<file path="src/rtl/procyon_ccu_ifq_if.sv">
// Fetch-queue bus bundle: icache alloc requests, CCU issue/complete, icache fill.
interface procyon_ccu_ifq_if #(
    parameter int unsigned OPTN_ADDR_WIDTH   = 32,
    parameter int unsigned OPTN_IC_LINE_SIZE = 32,
    parameter int unsigned OPTN_IFQ_DEPTH    = 4
);
    localparam int unsigned IC_LINE_WIDTH   = OPTN_IC_LINE_SIZE * 8;
    localparam int unsigned IC_OFFSET_WIDTH = $clog2(OPTN_IC_LINE_SIZE);
    localparam int unsigned IFQ_IDX_WIDTH   = $clog2(OPTN_IFQ_DEPTH);
    localparam int unsigned LA_WIDTH        = OPTN_ADDR_WIDTH - IC_OFFSET_WIDTH;

    logic                     i_alloc_en;
    logic [LA_WIDTH-1:0]      i_alloc_addr;
    logic                     o_ifq_full;
    logic                     o_alloc_merged;
    logic                     o_ccu_req_valid;
    logic [LA_WIDTH-1:0]      o_ccu_req_addr;
    logic [IFQ_IDX_WIDTH-1:0] o_ccu_req_idx;
    logic                     i_ccu_req_ack;
    logic                     i_ccu_done;
    logic [IFQ_IDX_WIDTH-1:0] i_ccu_done_idx;
    logic [IC_LINE_WIDTH-1:0] i_ccu_data;
    logic                     o_fill_en;
    logic [LA_WIDTH-1:0]      o_fill_addr;
    logic [IC_LINE_WIDTH-1:0] o_fill_data;

    // Environment side: drives requests, acks and completions.
    modport master (
        output i_alloc_en, i_alloc_addr, i_ccu_req_ack, i_ccu_done, i_ccu_done_idx, i_ccu_data,
        input  o_ifq_full, o_alloc_merged, o_ccu_req_valid, o_ccu_req_addr, o_ccu_req_idx,
               o_fill_en, o_fill_addr, o_fill_data
    );

    // Queue side.
    modport slave (
        input  i_alloc_en, i_alloc_addr, i_ccu_req_ack, i_ccu_done, i_ccu_done_idx, i_ccu_data,
        output o_ifq_full, o_alloc_merged, o_ccu_req_valid, o_ccu_req_addr, o_ccu_req_idx,
               o_fill_en, o_fill_addr, o_fill_data
    );
endinterface

</file>
<file path="src/rtl/procyon_ccu_ifq.sv">
// Multi-entry instruction fetch queue: merges duplicate line fetches, issues
// lines to the CCU in allocation order and returns filled lines to the icache.
module procyon_ccu_ifq #(
    parameter int unsigned OPTN_ADDR_WIDTH   = 32,
    parameter int unsigned OPTN_IC_LINE_SIZE = 32,
    parameter int unsigned OPTN_IFQ_DEPTH    = 4
) (
    input  logic             clk,
    input  logic             rst,
    procyon_ccu_ifq_if.slave bus
);
    localparam int unsigned IC_LINE_WIDTH   = OPTN_IC_LINE_SIZE * 8;
    localparam int unsigned IC_OFFSET_WIDTH = $clog2(OPTN_IC_LINE_SIZE);
    localparam int unsigned IFQ_IDX_WIDTH   = $clog2(OPTN_IFQ_DEPTH);
    localparam int unsigned LA_WIDTH        = OPTN_ADDR_WIDTH - IC_OFFSET_WIDTH;
    localparam int unsigned CNT_WIDTH       = IFQ_IDX_WIDTH + 1;

    typedef enum logic [1:0] {
        INVALID = 2'b00,
        VALID   = 2'b01,
        BUSY    = 2'b10
    } ifq_state_t;

    ifq_state_t               r_state      [OPTN_IFQ_DEPTH];
    ifq_state_t               w_state_next [OPTN_IFQ_DEPTH];
    logic [LA_WIDTH-1:0]      r_addr       [OPTN_IFQ_DEPTH];
    logic [IFQ_IDX_WIDTH-1:0] r_fifo       [OPTN_IFQ_DEPTH];
    logic [IFQ_IDX_WIDTH-1:0] r_rd_ptr;
    logic [IFQ_IDX_WIDTH-1:0] r_wr_ptr;
    logic [CNT_WIDTH-1:0]     r_count;
    logic                     r_fill_en;
    logic [LA_WIDTH-1:0]      r_fill_addr;
    logic [IC_LINE_WIDTH-1:0] r_fill_data;

    logic [OPTN_IFQ_DEPTH-1:0] w_occupied;
    logic [OPTN_IFQ_DEPTH-1:0] w_match_vec;
    logic                      w_match;
    logic                      w_full;
    logic                      w_alloc;
    logic [IFQ_IDX_WIDTH-1:0]  w_alloc_idx;
    logic                      w_fifo_empty;
    logic [IFQ_IDX_WIDTH-1:0]  w_head_idx;
    logic                      w_pop;
    logic                      w_done;

    // Occupancy and address match; BUSY entries completing now still match.
    always_comb begin
        w_occupied  = '0;
        w_match_vec = '0;
        for (int i = 0; i < int'(OPTN_IFQ_DEPTH); i++) begin
            w_occupied[i]  = (r_state[i] == VALID) || (r_state[i] == BUSY);
            w_match_vec[i] = w_occupied[i] && (r_addr[i] == bus.i_alloc_addr);
        end
    end

    // Lowest-index free entry from registered state only.
    always_comb begin
        w_alloc_idx = '0;
        for (int i = int'(OPTN_IFQ_DEPTH) - 1; i >= 0; i--) begin
            if (!w_occupied[i]) w_alloc_idx = IFQ_IDX_WIDTH'(i);
        end
    end

    assign w_match      = |w_match_vec;
    assign w_full       = &w_occupied;
    assign w_alloc      = bus.i_alloc_en && !w_match && !w_full;
    assign w_fifo_empty = (r_count == '0);
    assign w_head_idx   = r_fifo[r_rd_ptr];
    assign w_pop        = bus.i_ccu_req_ack && !w_fifo_empty;
    assign w_done       = bus.i_ccu_done && (r_state[bus.i_ccu_done_idx] == BUSY);

    // Per-entry state register.
    always_ff @(posedge clk) begin
        for (int i = 0; i < int'(OPTN_IFQ_DEPTH); i++) begin
            if (rst) r_state[i] <= INVALID;
            else     r_state[i] <= w_state_next[i];
        end
    end

    // Per-entry next state: alloc -> VALID, head ack -> BUSY, done -> INVALID.
    always_comb begin
        for (int i = 0; i < int'(OPTN_IFQ_DEPTH); i++) begin
            w_state_next[i] = r_state[i];
            case (r_state[i])
                INVALID: if (w_alloc && (w_alloc_idx == IFQ_IDX_WIDTH'(i))) w_state_next[i] = VALID;
                VALID:   if (w_pop && (w_head_idx == IFQ_IDX_WIDTH'(i)))    w_state_next[i] = BUSY;
                BUSY:    if (w_done && (bus.i_ccu_done_idx == IFQ_IDX_WIDTH'(i))) w_state_next[i] = INVALID;
                default: w_state_next[i] = INVALID;
            endcase
        end
    end

    // Line address capture on allocation.
    always_ff @(posedge clk) begin
        if (w_alloc) r_addr[w_alloc_idx] <= bus.i_alloc_addr;
    end

    // Issue FIFO pointers and occupancy count.
    always_ff @(posedge clk) begin
        if (rst) begin
            r_rd_ptr <= '0;
            r_wr_ptr <= '0;
            r_count  <= '0;
        end else begin
            if (w_alloc) r_wr_ptr <= r_wr_ptr + IFQ_IDX_WIDTH'(1);
            if (w_pop)   r_rd_ptr <= r_rd_ptr + IFQ_IDX_WIDTH'(1);
            case ({w_alloc, w_pop})
                2'b10:   r_count <= r_count + CNT_WIDTH'(1);
                2'b01:   r_count <= r_count - CNT_WIDTH'(1);
                default: r_count <= r_count;
            endcase
        end
    end

    // Issue FIFO storage of entry indices.
    always_ff @(posedge clk) begin
        if (w_alloc) r_fifo[r_wr_ptr] <= w_alloc_idx;
    end

    // Fill strobe, one cycle after an honoured completion.
    always_ff @(posedge clk) begin
        if (rst) r_fill_en <= 1'b0;
        else     r_fill_en <= w_done;
    end

    // Fill payload.
    always_ff @(posedge clk) begin
        if (w_done) begin
            r_fill_addr <= r_addr[bus.i_ccu_done_idx];
            r_fill_data <= bus.i_ccu_data;
        end
    end

    assign bus.o_ifq_full      = w_full;
    assign bus.o_alloc_merged  = bus.i_alloc_en && w_match;
    assign bus.o_ccu_req_valid = !w_fifo_empty;
    assign bus.o_ccu_req_idx   = w_head_idx;
    assign bus.o_ccu_req_addr  = r_addr[w_head_idx];
    assign bus.o_fill_en       = r_fill_en;
    assign bus.o_fill_addr     = r_fill_addr;
    assign bus.o_fill_data     = r_fill_data;

`ifndef SYNTHESIS
    // A completion must target an entry that is out at the CCU.
    a_done_busy: assert property (@(posedge clk) disable iff (rst)
        bus.i_ccu_done |-> (r_state[bus.i_ccu_done_idx] == BUSY));
`endif

endmodule

</file>
<file path="src/flat_wrapper.sv">
// flat-port wrapper written by rule: the top's interface ports become plain ports
module procyon_ccu_ifq_flat 
#(
    parameter int unsigned OPTN_ADDR_WIDTH   = 32,
    parameter int unsigned OPTN_IC_LINE_SIZE = 32,
    parameter int unsigned OPTN_IFQ_DEPTH    = 4
)
  (clk, rst, bus_i_alloc_en, bus_i_alloc_addr, bus_i_ccu_req_ack, bus_i_ccu_done, bus_i_ccu_done_idx, bus_i_ccu_data, bus_o_ifq_full, bus_o_alloc_merged, bus_o_ccu_req_valid, bus_o_ccu_req_addr, bus_o_ccu_req_idx, bus_o_fill_en, bus_o_fill_addr, bus_o_fill_data);
  procyon_ccu_ifq_if #(.OPTN_ADDR_WIDTH(OPTN_ADDR_WIDTH), .OPTN_IC_LINE_SIZE(OPTN_IC_LINE_SIZE), .OPTN_IFQ_DEPTH(OPTN_IFQ_DEPTH)) bus_i ();
  input  logic clk;
  input  logic rst;
  input wire logic [$bits(bus_i.i_alloc_en)-1:0] bus_i_alloc_en;
  input wire logic [$bits(bus_i.i_alloc_addr)-1:0] bus_i_alloc_addr;
  input wire logic [$bits(bus_i.i_ccu_req_ack)-1:0] bus_i_ccu_req_ack;
  input wire logic [$bits(bus_i.i_ccu_done)-1:0] bus_i_ccu_done;
  input wire logic [$bits(bus_i.i_ccu_done_idx)-1:0] bus_i_ccu_done_idx;
  input wire logic [$bits(bus_i.i_ccu_data)-1:0] bus_i_ccu_data;
  output wire logic [$bits(bus_i.o_ifq_full)-1:0] bus_o_ifq_full;
  output wire logic [$bits(bus_i.o_alloc_merged)-1:0] bus_o_alloc_merged;
  output wire logic [$bits(bus_i.o_ccu_req_valid)-1:0] bus_o_ccu_req_valid;
  output wire logic [$bits(bus_i.o_ccu_req_addr)-1:0] bus_o_ccu_req_addr;
  output wire logic [$bits(bus_i.o_ccu_req_idx)-1:0] bus_o_ccu_req_idx;
  output wire logic [$bits(bus_i.o_fill_en)-1:0] bus_o_fill_en;
  output wire logic [$bits(bus_i.o_fill_addr)-1:0] bus_o_fill_addr;
  output wire logic [$bits(bus_i.o_fill_data)-1:0] bus_o_fill_data;
  assign bus_i.i_alloc_en = bus_i_alloc_en;
  assign bus_i.i_alloc_addr = bus_i_alloc_addr;
  assign bus_i.i_ccu_req_ack = bus_i_ccu_req_ack;
  assign bus_i.i_ccu_done = bus_i_ccu_done;
  assign bus_i.i_ccu_done_idx = bus_i_ccu_done_idx;
  assign bus_i.i_ccu_data = bus_i_ccu_data;
  assign bus_o_ifq_full = bus_i.o_ifq_full;
  assign bus_o_alloc_merged = bus_i.o_alloc_merged;
  assign bus_o_ccu_req_valid = bus_i.o_ccu_req_valid;
  assign bus_o_ccu_req_addr = bus_i.o_ccu_req_addr;
  assign bus_o_ccu_req_idx = bus_i.o_ccu_req_idx;
  assign bus_o_fill_en = bus_i.o_fill_en;
  assign bus_o_fill_addr = bus_i.o_fill_addr;
  assign bus_o_fill_data = bus_i.o_fill_data;
  procyon_ccu_ifq #(.OPTN_ADDR_WIDTH(OPTN_ADDR_WIDTH), .OPTN_IC_LINE_SIZE(OPTN_IC_LINE_SIZE), .OPTN_IFQ_DEPTH(OPTN_IFQ_DEPTH)) u_core (.clk(clk), .rst(rst), .bus(bus_i));
endmodule
</file>
<file path="config.mk">
export PLATFORM = sky130hd
export DESIGN_NAME = procyon_ccu_ifq_flat
export DESIGN_NICKNAME = d
export VERILOG_FILES = /design/src/rtl/procyon_ccu_ifq_if.sv /design/src/rtl/procyon_ccu_ifq.sv /design/src/flat_wrapper.sv
export SDC_FILE = /design/constraint.sdc
export NUM_CORES = 1
export LEC_CHECK = 0
export CAP_MARGIN = 20
export CORE_AREA = 4 4 232 234
export DETAILED_ROUTE_END_ITERATION = 12
export DIE_AREA = 0 0 236 238
export PLACE_DENSITY = 0.58
export SKIP_CTS_REPAIR_TIMING = 1
export SYNTH_ARGS = -nofsm -noshare
export SYNTH_HDL_FRONTEND = slang
export SYNTH_SLANG_ARGS = --single-unit
</file>
<file path="constraint.sdc">
create_clock -name clk -period 24.4 [get_ports clk]
set_input_delay 4.88 -clock clk [delete_from_list [all_inputs] [get_ports clk]]
set_output_delay 4.88 -clock clk [all_outputs]
set_load 0.03 [all_outputs]
</file>
==> flow_metrics.tcl <==
set metrics [dict create \
    tritoncts "done" \
    asyncSetResetFlopFracSynth 0 \
    power.share.combinational 0.239 \
    dr.first_iter.drc_count 805 \
    cts-buffers-inserted 48 \
    synth.lib_cells_used.distinct 49 \
    critical_path_required_ns 19.52 \
    timing.clock.skew_ns 0.02661 \
    post_synth_inst_count 831 \
    flip_flop_and_latch_count_after_synthesis 417 \
    layout-drive-gt1-share 0.09892 \
    mostFrequentLayoutCells "clkdlybuf4s50_1, edfxtp_1, xnor2_1" \
    final_count_of_hold_timing_violations 0 \
    part_of_the_power_in_the_clock_network 0.339 \
    initial_core_util 0.3114 \
    clkSinkCount 417 \
    h-tree-depth 2 \
    synth_enable_flop_cells 399 \
    max_cap_viol_count 0 \
    total_leakage_power_nw 8.047 \
    hp-class "reg -> reg" \
    power_per_cell_area_nw_per_um2 85.67 \
    max-clock-path-buffers 3 \
    grt_start_max_net_pins 195 \
    setup_tns_final_ns 0 \
    drtPass1Iterations 4 \
    routed-via-count 10640 \
    worstMarginPinSlew_ns 1.225 \
    final_cell_count_no_fill 2182 \
    worstSkewPairLatency_ns 0.59 \
    top_level_ports 606 \
    min_period_over_period 0.5176 \
    dpl.hpwl_microns 58080 \
    power.total_mw 2.100 \
    first_global_vias 10840 \
    fp.dieH_microns 238 \
    syn_to_final_growth_pct 51.29 \
    antenna_found_initial 22 \
    switchingPower_mw 0.6219 \
    clk_pin_slew_worst_paths_ns 0.06 \
    synth-warning-count 0 \
    layout_commonest_cell "clkdlybuf4s50_1" \
    clock_tree.root_cell "clkbuf_16" \
    syn_area_sq_um 16200 \
    peakVddDrop_v 0.00005351 \
    worst-setup-path-type "in -> out" \
    drc 0 \
    status "finished, final reports clean" \
    most_used_flip_flop_cell_after_synthesis "edfxtp_1" \
    synth.net_count 1143 \
    grt_setup_unrepaired "false" \
    fp.coreArea_sq_um 52020 \
    post_synth.cell_area_avg_sq_um 19.50 \
    wl_per_cell_microns 33.95 \
    placed_cells 2089 \
    grt.overflow.total 0 \
    placementRows 84 \
    category_of_the_worst_setup_path_capture_point "output pin" \
    final.min_clock_period_ns 12.63 \
    ys_seq_area_frac 0.7618 \
    crit_path_start_kind "primary input" \
    timing.critical_path.arrival_ns 7.75 \
    avgViaCountPerCell 4.877 \
    dieArea_sq_um 56170 \
    grt_first_pass_wirelength_microns 98170 \
    timing.final.max_slew_violations 0 \
    swShare 0.2962 \
    timing.max_slew.rel_slack 0.1835 \
    timing.final.setup_violations 0 \
    critical_path_peak_fanout 8 \
    number_of_fill_cells 4544 \
    seq_power_share 0.422 \
    achievable-frequency_mhz 79.19 \
    gpl.final_weighted_congestion 0.9064 \
    port_buffers 605 \
    utilization 0.4711 \
    finalNetCount 1763 \
    dieWidth_microns 236 \
    track_usage 0.2543 \
    p_int_mw 1.478 \
    postRouteAntennaNets 0 \
    detail_route.wirelength_microns 74080 \
]
[stage by stage]
stage	setup WS, ns	instance area, sq um	hold WS (ns)
6_report	11.77	24510	0.4990
5_1_grt	11.56	24490	0.5442
4_1_cts	11.76	24490	0.4983
3_5_place_dp	11.79	22980	0.4906
3_3_place_gp	11.77	22980	0.4665
2_1_floorplan	12.39	16200	0.4538
[logic make-up (layout without fill, tap and decap cells)]
kind of cell,after synthesis,after routing,synth area share
simple gates,124,124,0.04556
buf+inv,64,719,0.01830
fa+ha+maj,22,22,0.01745
compound gates,32,32,0.01421
mux,60,60,0.08032
flops,417,417,0.7618
other cells,0,8,0
xor+xnor,112,112,0.06240
[area by class of cell]
type / instances / area, sq um / share of cell area
Clock inverter: 25 / 232.7 / 0.009495
Clock buffer: 60 / 1277 / 0.05212
Inverter: 22 / 82.58 / 0.003369
Tap cell: 688 / 860.8 / 0.03512
Antenna cell: 8 / 20.02 / 0.0008167
Timing Repair Buffer: 612 / 6116 / 0.2495
Sequential cell: 417 / 12340 / 0.5035
Multi-Input combinational cell: 350 / 3580 / 0.1460
[power groups by stage]
| stage | clock, mW | sequential [mW] | combinational [mW] |
|---|---|---|---|
| 6_report | 0.711 | 0.887 | 0.502 |
| 5_1_grt | 0.760 | 0.892 | 0.528 |
| 4_1_cts | 0.731 | 0.886 | 0.508 |
| 3_5_place_dp | 0 | 0.901 | 0.504 |
| 3_3_place_gp | 0 | 0.900 | 0.504 |
| 2_1_floorplan | 0 | 0.934 | 0.239 |
[critical path, stage by stage]
cell             delay (ns)
clkdlybuf4s50_1        0.67
xnor2_1                0.35
nand4_1                0.12
nor4_1                 0.38
a22oi_2                0.26
a31oi_1                0.33
clkdlybuf4s50_1        0.74
[registers in the layout, summed over array words and instances, names as in the netlist, named ones only]
| signal | cells |
|---|---|
| u_core.r_fifo | 8 |
| u_core.r_rd_ptr | 2 |
| u_core.bus.o_fill_en | 1 |
| u_core.r_state | 8 |
| u_core.bus.o_fill_addr | 27 |
| u_core.bus.o_fill_data | 256 |
| u_core.r_count | 3 |
| u_core.r_addr | 108 |
| u_core.r_wr_ptr | 2 |
[path summary, 6_finish.rpt]
kind / from / end / slack (ns) / cells past startpoint
hold reg to reg: u_core.r_count[2]$_SDFFE_PP0P_ / u_core.r_count[2]$_SDFFE_PP0P_ / 0.50 / 2
hold / removal: u_core.r_count[2]$_SDFFE_PP0P_ / u_core.r_count[2]$_SDFFE_PP0P_ / 0.50 / 2
setup / recovery: bus_i_alloc_addr[4] / bus_o_alloc_merged / 11.77 / 7
setup reg to reg: u_core.r_state[1][1]$_SDFFE_PP0P_ / u_core.bus.o_fill_data[90]$_DFFE_PP_ / 20.70 / 6
[synth_stat cells (all sizes together), types with 2 or more instances]
cell      n  area share
a21oi     9      0.0028
a221oi    2      0.0019
a22oi     2      0.0012
a31oi     2      0.0017
and2      2     0.00077
and3      6      0.0026
buf      34       0.011
clkbuf    8      0.0019
dfxtp    18       0.022
edfxtp  399        0.74
ha       21       0.016
inv      22      0.0051
mux2i     4      0.0025
mux4     56       0.078
nand2    13      0.0030
nand2b    9      0.0035
nand3     9      0.0028
nand3b    2     0.00093
nand4    45       0.018
nor2     10      0.0023
nor3      6      0.0019
nor4     10      0.0039
nor4b     2      0.0011
o21ai    10      0.0031
or3       4      0.0015
or3b      2      0.0011
or4       2      0.0012
xnor2    97       0.054
xor2     15      0.0081
[per-layer routing]
layer	track usage	vias to the layer above	wire [microns]
li1	-	4523	-
met1	0.3284	5523	30490
met2	0.3856	467	33040
met3	0.1330	108	8660
met4	0.05428	20	1743
met5	0	-	149
Power figures use the tool's default switching activity.
